### config.mk
export PLATFORM = sky130hd
export DESIGN_NAME = alu_pipe_flat
export DESIGN_NICKNAME = d
export VERILOG_FILES = /design/src/rtl/alu_pkg.sv /design/src/rtl/alu_pipe_if.sv /design/src/rtl/alu_mul_seq.sv /design/src/rtl/alu_pipe.sv /design/src/flat_wrapper.sv
export SDC_FILE = /design/constraint.sdc
export NUM_CORES = 1
export LEC_CHECK = 0
export CAP_MARGIN = 40
export CORE_MARGIN = 1
export CORE_UTILIZATION = 55
export CTS_CLUSTER_SIZE = 8
export DETAILED_ROUTE_END_ITERATION = 6
export GPL_TIMING_DRIVEN = 0
export HOLD_SLACK_MARGIN = 0.12
export PLACE_DENSITY = 0.85
export SETUP_SLACK_MARGIN = 0.02
export SYNTH_ARGS = -nofsm -noshare
export SYNTH_HDL_FRONTEND = slang
export SYNTH_SLANG_ARGS = --single-unit
### constraint.sdc
create_clock -name clk -period 7.6 [get_ports clk]
set_clock_uncertainty 0.15 [all_clocks]
set_input_delay 2.28 -clock clk [delete_from_list [all_inputs] [get_ports clk]]
set_output_delay 2.28 -clock clk [all_outputs]
set_load 0.005 [all_outputs]
### src/rtl/alu_pkg.sv
// Shared opcode constants and controller state encoding for the pipelined ALU.
package alu_pkg;

    localparam logic [3:0] OP_ADD  = 4'd0;
    localparam logic [3:0] OP_SUB  = 4'd1;
    localparam logic [3:0] OP_AND  = 4'd2;
    localparam logic [3:0] OP_OR   = 4'd3;
    localparam logic [3:0] OP_NOT  = 4'd4;
    localparam logic [3:0] OP_XOR  = 4'd5;
    localparam logic [3:0] OP_NOR  = 4'd6;
    localparam logic [3:0] OP_SLL  = 4'd7;
    localparam logic [3:0] OP_SRL  = 4'd8;
    localparam logic [3:0] OP_SRA1 = 4'd9;
    localparam logic [3:0] OP_ROL  = 4'd10;
    localparam logic [3:0] OP_ROR  = 4'd11;
    localparam logic [3:0] OP_EQ   = 4'd12;
    localparam logic [3:0] OP_MUL  = 4'd13;
    localparam logic [3:0] OP_SRA  = 4'd14;
    localparam logic [3:0] OP_NOP  = 4'd15;

    typedef enum logic [1:0] {
        IDLE = 2'd0,
        MUL  = 2'd1,
        HOLD = 2'd2
    } state_t;

endpackage

### src/rtl/alu_pipe_if.sv
// Request/result handshake bundle between an ALU client (master) and the ALU (slave).
interface alu_pipe_if #(parameter int WIDTH = 8);

    logic             in_valid;
    logic             in_ready;
    logic [3:0]       ctrl;
    logic [WIDTH-1:0] x;
    logic [WIDTH-1:0] y;
    logic             out_valid;
    logic             out_ready;
    logic [WIDTH-1:0] out;
    logic [WIDTH-1:0] out_hi;
    logic             carry;
    logic             ovf;
    logic             zero;

    modport master (
        output in_valid, ctrl, x, y, out_ready,
        input  in_ready, out_valid, out, out_hi, carry, ovf, zero
    );

    modport slave (
        input  in_valid, ctrl, x, y, out_ready,
        output in_ready, out_valid, out, out_hi, carry, ovf, zero
    );

endinterface

### src/rtl/alu_mul_seq.sv
// Unsigned shift-add multiplier: one partial-product step per cycle, WIDTH steps per product.
module alu_mul_seq #(
    parameter int WIDTH = 8
) (
    input  logic               clk,
    input  logic               rst_n,
    input  logic               start,
    input  logic [WIDTH-1:0]   a,
    input  logic [WIDTH-1:0]   b,
    output logic               busy,
    output logic               done,
    output logic [2*WIDTH-1:0] product
);

    localparam int CW = $clog2(WIDTH + 1);

    logic [WIDTH-1:0] mcand;
    logic [CW-1:0]    cnt;
    logic [WIDTH:0]   sum;

    // Upper half accumulates; the multiplier shifts out of the lower half as the product shifts in.
    assign sum = {1'b0, product[2*WIDTH-1:WIDTH]} + (product[0] ? {1'b0, mcand} : '0);

    always_ff @(posedge clk or negedge rst_n) begin
        if (!rst_n) begin
            mcand   <= '0;
            product <= '0;
            cnt     <= '0;
            busy    <= 1'b0;
            done    <= 1'b0;
        end else begin
            done <= 1'b0;
            if (start) begin
                mcand   <= a;
                product <= {{WIDTH{1'b0}}, b};
                cnt     <= CW'(WIDTH);
                busy    <= 1'b1;
            end else if (busy) begin
                product <= {sum, product[WIDTH-1:1]};
                cnt     <= cnt - CW'(1);
                if (cnt == CW'(1)) begin
                    busy <= 1'b0;
                    done <= 1'b1;
                end
            end
        end
    end

endmodule

### src/rtl/alu_pipe.sv
// ALU with a registered result stage; MUL runs on a sequential multiplier.
//   state | meaning
//   IDLE  | accepting requests; single-cycle ops complete from here
//   MUL   | multiplier iterating, requests blocked
//   HOLD  | product presented, waiting for the consumer
module alu_pipe
    import alu_pkg::*;
#(
    parameter int WIDTH = 8,
    parameter int SHW   = $clog2(WIDTH)
) (
    input logic      clk,
    input logic      rst_n,
    alu_pipe_if.slave bus
);

    state_t               state, state_nx;
    logic                 accept, load_alu, mul_start, mul_busy, mul_done, mul_fin;
    logic [2*WIDTH-1:0]   mul_prod;
    logic [WIDTH:0]       sum, diff;
    logic [SHW-1:0]       shamt;
    logic [WIDTH-1:0]     res;
    logic                 c_res, v_res;

    assign bus.in_ready = (state == IDLE) && (!bus.out_valid || bus.out_ready);
    assign accept       = bus.in_valid && bus.in_ready;
    assign load_alu     = accept && (bus.ctrl != OP_MUL);
    assign mul_fin      = (state == MUL) && mul_done && !mul_busy;

    always_ff @(posedge clk or negedge rst_n) begin
        if (!rst_n) state <= IDLE;
        else        state <= state_nx;
    end

    always_comb begin
        state_nx  = state;
        mul_start = 1'b0;
        case (state)
            IDLE: if (accept && bus.ctrl == OP_MUL) begin
                state_nx  = MUL;
                mul_start = 1'b1;
            end
            MUL:  if (mul_fin) state_nx = HOLD;
            HOLD: if (bus.out_valid && bus.out_ready) state_nx = IDLE;
            default: state_nx = IDLE;
        endcase
    end

    alu_mul_seq #(.WIDTH(WIDTH)) u_mul (
        .clk     (clk),
        .rst_n   (rst_n),
        .start   (mul_start),
        .a       (bus.x),
        .b       (bus.y),
        .busy    (mul_busy),
        .done    (mul_done),
        .product (mul_prod)
    );

    assign sum   = {1'b0, bus.x} + {1'b0, bus.y};
    assign diff  = {1'b0, bus.x} - {1'b0, bus.y};
    assign shamt = bus.x[SHW-1:0];

    always_comb begin
        res   = '0;
        c_res = 1'b0;
        v_res = 1'b0;
        case (bus.ctrl)
            OP_ADD: begin
                res   = sum[WIDTH-1:0];
                c_res = sum[WIDTH];
                v_res = (bus.x[WIDTH-1] == bus.y[WIDTH-1]) && (sum[WIDTH-1] != bus.x[WIDTH-1]);
            end
            OP_SUB: begin
                res   = diff[WIDTH-1:0];
                c_res = diff[WIDTH];
                v_res = (bus.x[WIDTH-1] != bus.y[WIDTH-1]) && (diff[WIDTH-1] != bus.x[WIDTH-1]);
            end
            OP_AND:  res = bus.x & bus.y;
            OP_OR:   res = bus.x | bus.y;
            OP_NOT:  res = ~bus.x;
            OP_XOR:  res = bus.x ^ bus.y;
            OP_NOR:  res = ~(bus.x | bus.y);
            OP_SLL:  res = bus.y << shamt;
            OP_SRL:  res = bus.y >> shamt;
            OP_SRA1: res = {bus.x[WIDTH-1], bus.x[WIDTH-1:1]};
            OP_ROL:  res = {bus.x[WIDTH-2:0], bus.x[WIDTH-1]};
            OP_ROR:  res = {bus.x[0], bus.x[WIDTH-1:1]};
            OP_EQ:   res = (bus.x == bus.y) ? WIDTH'(1) : '0;
            OP_SRA:  res = $signed(bus.y) >>> shamt;
            default: res = '0;
        endcase
    end

    // Consumption clears valid first so a same-cycle load can re-assert it.
    always_ff @(posedge clk or negedge rst_n) begin
        if (!rst_n) begin
            bus.out_valid <= 1'b0;
            bus.out       <= '0;
            bus.out_hi    <= '0;
            bus.carry     <= 1'b0;
            bus.ovf       <= 1'b0;
            bus.zero      <= 1'b0;
        end else begin
            if (bus.out_valid && bus.out_ready) bus.out_valid <= 1'b0;
            if (load_alu) begin
                bus.out_valid <= 1'b1;
                bus.out       <= res;
                bus.out_hi    <= '0;
                bus.carry     <= c_res;
                bus.ovf       <= v_res;
                bus.zero      <= (res == '0);
            end else if (mul_fin) begin
                bus.out_valid <= 1'b1;
                bus.out       <= mul_prod[WIDTH-1:0];
                bus.out_hi    <= mul_prod[2*WIDTH-1:WIDTH];
                bus.carry     <= (mul_prod[2*WIDTH-1:WIDTH] != '0);
                bus.ovf       <= 1'b0;
                bus.zero      <= (mul_prod[WIDTH-1:0] == '0);
            end
        end
    end

endmodule

### src/flat_wrapper.sv
// flat-port wrapper written by rule: the top's interface ports become plain ports
module alu_pipe_flat import alu_pkg::*;
#(
    parameter int WIDTH = 8,
    parameter int SHW   = $clog2(WIDTH)
)
  (clk, rst_n, bus_in_valid, bus_ctrl, bus_x, bus_y, bus_out_ready, bus_in_ready, bus_out_valid, bus_out, bus_out_hi, bus_carry, bus_ovf, bus_zero);
  alu_pipe_if #(.WIDTH(WIDTH)) bus_i ();
  input logic clk;
  input logic rst_n;
  input wire logic [$bits(bus_i.in_valid)-1:0] bus_in_valid;
  input wire logic [$bits(bus_i.ctrl)-1:0] bus_ctrl;
  input wire logic [$bits(bus_i.x)-1:0] bus_x;
  input wire logic [$bits(bus_i.y)-1:0] bus_y;
  input wire logic [$bits(bus_i.out_ready)-1:0] bus_out_ready;
  output wire logic [$bits(bus_i.in_ready)-1:0] bus_in_ready;
  output wire logic [$bits(bus_i.out_valid)-1:0] bus_out_valid;
  output wire logic [$bits(bus_i.out)-1:0] bus_out;
  output wire logic [$bits(bus_i.out_hi)-1:0] bus_out_hi;
  output wire logic [$bits(bus_i.carry)-1:0] bus_carry;
  output wire logic [$bits(bus_i.ovf)-1:0] bus_ovf;
  output wire logic [$bits(bus_i.zero)-1:0] bus_zero;
  assign bus_i.in_valid = bus_in_valid;
  assign bus_i.ctrl = bus_ctrl;
  assign bus_i.x = bus_x;
  assign bus_i.y = bus_y;
  assign bus_i.out_ready = bus_out_ready;
  assign bus_in_ready = bus_i.in_ready;
  assign bus_out_valid = bus_i.out_valid;
  assign bus_out = bus_i.out;
  assign bus_out_hi = bus_i.out_hi;
  assign bus_carry = bus_i.carry;
  assign bus_ovf = bus_i.ovf;
  assign bus_zero = bus_i.zero;
  alu_pipe #(.WIDTH(WIDTH), .SHW(SHW)) u_core (.clk(clk), .rst_n(rst_n), .bus(bus_i));
endmodule
==> impl_results.md <==
- Net switching power: between 500 and 600 µW
- Reg power frac: 0.385
- Distinct cells, synth: 70
- Crit-path slowest cell: clkdlybuf4s50_1
- Initial Utilization: 0.5691
- I/O pin total: 45
- Vias post-DR: roughly 4,900
- Yosys warning count: 0
- Number of synthesized flops with an enable pin: 0
- Full die area: 0.008874 mm²
- Buf/Inv on CP: 2
- Clock buffer depth: 2
- Cell breakdown of the critical path: clkdlybuf4s50_1, nor2b_1, nor3_1, clkdlybuf4s50_1
- Class of the worst hold path: reg2reg
- CTS HTree Levels: 2
- Post-synthesis sequential area ratio: 0.2783
- Setup Buffers After CTS: 0
- Avg Cell Area, Syn: 8.350 µm²
- Post-cts sizing count: 0
- Synth Flop Type: dfrtp_1
- Fin. Hold Viols: 0
- Core area: 0.008217 mm²
- Comb pwr share: 0.490
- GRT overflow: 0
- Critical path class: in2out
- Area delta synth->final: 14.56%
- Layout cell share with drive strength beyond 1: 0.06840
- Routed Antenna Nets: 0
- Max_cap viols: 0
- Seq cells post-synth: 52
- RSZ-0062 raised after global routing: false
- Tcrit/Tclk final: 0.8190
- CP Launch Type: input pin
- Residual DRC: 0
- Sw Share: 0.4198
- Clock transition at path regs: 90 ps
- Vias/cell: just under 7
- ANT cells: 0
- Syn Nets: approximately 620
- Placed cell count: 711
- Non-Filler Instances: 719
- Post-layout minimum cycle time: 6224 ps
- Area fraction of the dominant cell type after synthesis: 0.2783
- PortBufs: 43
- CTS tree: done
- Initial DRC Count: 376
- FP Rows: 33
- Vias in the first global route: 4,660
- Pwr Density: 232.7 mW/mm²
- Area leader, netlist: dfrtp_1
- Pre-antenna DRT Iters: 5
- CP top delay family: buffers and inverters
- Global placement routability congestion: ~1.0
- Die Width: 94.20 µm
- Clock root buffer: clkbuf_8
- CTS buffer count: 5
- WP data arrival: about 3800 ps
- Fillers: 694
- Async SR Flop Fraction: 1.000
- Cells after synthesis: 560
- Clk Latency, worst-skew pair: between 300 and 400 ps
- Outcome: finished, final reports clean
- Wirelength per Cell: 22.20 µm
- Max-slew violation count: 0
- Peak VDD IR: 0.1082 mV
- Max Freq: ~160 MHz
- Setup_tns: 0 ps
- Crit Path Max Fanout: 3
- GR Util All Layers: 0.3681
- CTS Sinks: 52
- Routed WL: 15,960 µm
- Crit. End Element: primary output
- Initial antenna violation count: 0
- Total power: 1246 µW
- Slew HR: 0.3916
- Cell Int Power: 723.1 µW
- Most used cell along the critical path: clkdlybuf4s50_1
- Pin count of the biggest net entering global routing: 37
- Final Net Count: around 680
- Final setup vio count: 0
- Dominant cells by area after synthesis: dfrtp_1 28%, ha_1 9.4%, nand2_1 5.4%, mux2i_1 4.9%, o21ai_0 4.4%
- Clock Power Share: 0.125
- Die H: 94.20 µm
- Synth Cell Area: 0.004676 mm²
- WHS: 329.1 ps
- Worst Max-Slew Pin Slew: 905.6 ps
- First-pass GRT wire length: 24,340 µm
- Cts hold-fix bufs: 0
- Detailed Place HPWL: roughly 13,000 µm
- Lkg Pwr: 0.002306 µW
- WP data required: 5170 ps
- CP peak stage delay: 590 ps
==> cell families after synthesis <==
family / Yosys count / share of synthesized area
and+or+nand+nor: 203 / 0.2146
AOI/OAI and AO/OA: 156 / 0.2229
buffers and inverters: 67 / 0.06235
DFF: 52 / 0.2783
adders and majority gates: 38 / 0.1065
muxes: 34 / 0.09660
xor gates and xnor gates: 10 / 0.01873
==> cell type report <==
class,instances,area (µm²),area share
Multi-Input combinational cell,441,3083,0.5756
Sequential cell,52,1301,0.2429
Timing Repair Buffer,46,460.4,0.08596
Buffer,33,163.9,0.03060
Tap cell,105,131.4,0.02453
Inverter,34,127.6,0.02383
Clock buffer,6,72.57,0.01355
Clock inverter,2,16.27,0.003037
==> worst reg2reg max path: cells and delay by family, from the launching register on <==
kind             cells  cell delay [ps]
AO/OA/AOI/OAI        4             1760
AND/OR/NAND/NOR      3              690
flip-flops           1              400
==> worst paths after layout <==
| path | start | cells after the start | slack (ps) | to |
|---|---|---|---|---|
| worst max-delay path | bus_out_ready | 4 | 1380 | bus_in_ready |
| max in group asynchronous | rst_n | 2 | 5040 | u_core.u_mul.product[7] |
| min in group asynchronous | rst_n | 1 | 1740 | u_core.u_mul.product[13] |
| worst min register to register | u_core.u_mul.mcand[2] | 2 | 330 | u_core.u_mul.mcand[2] |
| worst min-delay path | u_core.u_mul.mcand[2] | 2 | 330 | u_core.u_mul.mcand[2] |
| worst max register to register | u_core.bus.out_valid | 7 | 4460 | u_core.bus.out[0] |
==> cells in the mapped netlist (9+ instances only) <==
library cell	n
clkbuf_1	15
inv_1	33
nor4_1	9
a21oi_1	33
nand2_1	67
o22ai_1	9
mux2i_1	23
and2_1	10
nor2_1	40
ha_1	35
o21ai_0	41
nand3_1	9
nor3_1	22
dfrtp_1	52
a22oi_1	10
nor2b_1	9
==> stage by stage <==
| step | cell area (µm²) | worst slack, ps | util |
|---|---|---|---|
| after floorplan | 4676 | 2599 | - |
| after global placement | 5238 | 1289 | 0.6374 |
| after detailed placement | 5268 | 1427 | 0.6411 |
| after CTS | 5356 | 1419 | 0.6519 |
| after global routing | 5356 | 1317 | 0.6519 |
| final | 5356 | 1376 | 0.6519 |
==> cells in the final DEF, fill, tap and decap left out, drive strengths merged, types with 5 or more instances in the layout <==
cell and n:
clkdlybuf4s50 42, and2 10, o21ai 41, a21oi 33, mux2i 23, nor4 9
o22ai 9, nand2 67, inv 34, a221oi 6, dfrtp 52, nand2b 10
a211oi 7, nor2 40, a31oi 8, nor3 22, buf 21, a22oi 10
o211ai 6, a2111oi 5, mux4 8, nor2b 9, clkbuf 21, and3 8
xnor2 8, ha 35, nand3 9
==> routing by layer <==
layer  vias to the layer above  wire [µm]  global-route usage
met3                        70       1313             0.03479
met2                       336       7764              0.6329
li1                       2147          -                   -
met4                         0       1007              0.2321
met5                         -          0                   0
met1                      2319       5878              0.4378
==> power by group through the flow <==
| stage | Combinational [µW] | Sequential, µW | Clock, µW |
|---|---|---|---|
| after floorplan | 373 | 454 | 0 |
| after global placement | 552 | 468 | 0 |
| after detailed placement | 593 | 477 | 0 |
| after CTS | 599 | 473 | 154 |
| after global routing | 665 | 486 | 168 |
| final | 611 | 479 | 156 |
==> registers in the layout (all words and copies together), names as in the netlist <==
register	flops
u_core.state	2
u_core.u_mul.product	16
u_core.u_mul.mcand	8
u_core.u_mul.done	1
u_core.bus.out_hi	8
u_core.bus.carry	1
u_core.u_mul.cnt	4
u_core.bus.out_valid	1
u_core.u_mul.busy	1
u_core.bus.out	8
u_core.bus.zero	1
u_core.bus.ovf	1
(Power assumes the default switching activity.)
==> RTL edit (config.mk and constraints unchanged) <==
Remove the case item `OP_SRL` of the case on `bus.ctrl`.
--- a/src/rtl/alu_pipe.sv
+++ b/src/rtl/alu_pipe.sv
@@ -84,3 +84,2 @@
             OP_SLL:  res = bus.y << shamt;
-            OP_SRL:  res = bus.y >> shamt;
             OP_SRA1: res = {bus.x[WIDTH-1], bus.x[WIDTH-1:1]};
Check against the original RTL: not equivalent (Yosys sat finds a counterexample within 4 cycles, from zero or initial values and one cycle with rst_n low).
==> RTL edit against the original RTL <==
Synthesized cell count grew 0.71%; critical endpoint unchanged; total power shrank 0.19%; final area hardly changed; sequential cell count stayed put; setup slack better by 230 ps; worst hold slack better by 3.6 ps; count of clock-buffer cells in the layout unchanged; routed wire length fell by 8.3%; first-iteration DRC count increased by 24%; global-route usage shrank 2.7 points; synthesized area fell by 0.13%.
==> RTL edit: results (changes against the original RTL) <==
stage;metric;value;unit;change
power_and_ir_drop;vdd_drop_max;0.217;mV;+100%
placement;place_inst;713;;+0.28%
finish;nets;677;;+0.30%
global_routing;grt_max_degree;38;;+2.7%
detailed_routing;route.vias.total;4651;;-4.5%
synthesis;netlist_top_cells_count;nand2_1, dfrtp_1, o21ai_0, nor2_1, ha_1;;
finish;drive_gt1_share;7.79;%;+0.95 points
synthesis;syn-num-nets;626;;+0.64%
synthesis;yosysUniqueCellTypes;72;;+2.9%
detailed_routing;via_per_inst;6.45;;-4.8%
finish;largest_register_ff_count;16;;unchanged
synthesis;ys_seq_area_share;27.9;%;+0.037 points
critical_path;slowest_stage;clkdlybuf4s50_1;;
detailed_routing;wl_per_cell;20.3;um;-8.6%
detailed_routing;first_iter_violations;468;;+24%
sta;tightest_slew;777;ps;-128 ps
placement;routabilityCongestion;1.02;;-0.63%
status;outcome;completed;;
synthesis;synthTopCellsByArea;dfrtp_1, ha_1, nand2_1;;
global_routing;grt_pass1_wl;22700;um;-6.7%
global_routing;grt_pass1_vias;4229;;-9.2%
power_and_ir_drop;power.leakage;2.31;nW;about the same
placement;preCtsSetupSlack;1640;ps;+208 ps
placement;postPlaceCellArea;0.00525;mm2;-0.40%
critical_path;crit_family;buffers and inverters;;
global_routing;grt_usage;34.1;%;-2.7 points
critical_path;cp.arrival;3560;ps;-230 ps
## RTL edit: cell count changes in the layout (fill, tap and decap cells not counted), sizes merged, moves of 4 or more
cell	before	now
nand2	67	76
a22oi	10	5
a21o	1	5
a2111oi	5	1
a211oi	7	2
## RTL edit: final cells by class
cell class                      count  area [um2]
Inverter                           35         131
Multi-Input combinational cell    441        3060
Fill cell                         737        2860
Timing Repair Buffer               44         445
Clock inverter                      2        38.8
Tap cell                          105         131
Sequential cell                    52        1300
Clock buffer                        6        72.6
Buffer                             36         173
## RTL edit: final timing paths
path / startpoint / endpoint / slack [ps] / cells past startpoint
max: bus_out_ready / bus_in_ready / 1610 / 4
min: u_core.u_mul.mcand[5] / u_core.u_mul.mcand[5] / 330 / 2
max reg2reg: u_core.u_mul.product[0] / u_core.u_mul.product[15] / 4740 / 12
min reg2reg: u_core.u_mul.mcand[5] / u_core.u_mul.mcand[5] / 330 / 2
max in group asynchronous: rst_n / u_core.bus.out[3] / 5050 / 2
min in group asynchronous: rst_n / u_core.bus.out_hi[1] / 1730 / 1
## RTL edit: routing by layer
| metal | global-route usage [%] | wire [um] |
|---|---|---|
| met3 | 5.34 | 1230 |
| met1 | 50.7 | 6640 |
| met2 | 51.8 | 6530 |
| met4 | 7.31 | 246 |
| met5 | 0 | 0 |
## RTL edit: power by group
group	total, mW	switching [mW]	leakage, nW	internal [mW]
clock	0.195	0.0953	0.0558	0.0997
sequential	0.469	0.0879	0.666	0.381
combinational	0.580	0.311	1.59	0.270
total	1.24	0.494	2.31	0.750
## RTL edit: cells by family after synthesis
| group | synth area share, % |
|---|---|
| and+or+nand+nor | 21.9 |
| AOI/OAI and AO/OA | 21.1 |
| buffers and inverters | 6.51 |
| DFF | 27.9 |
| adders and majority gates | 10.7 |
| muxes | 9.91 |
| xor gates and xnor gates | 2.06 |
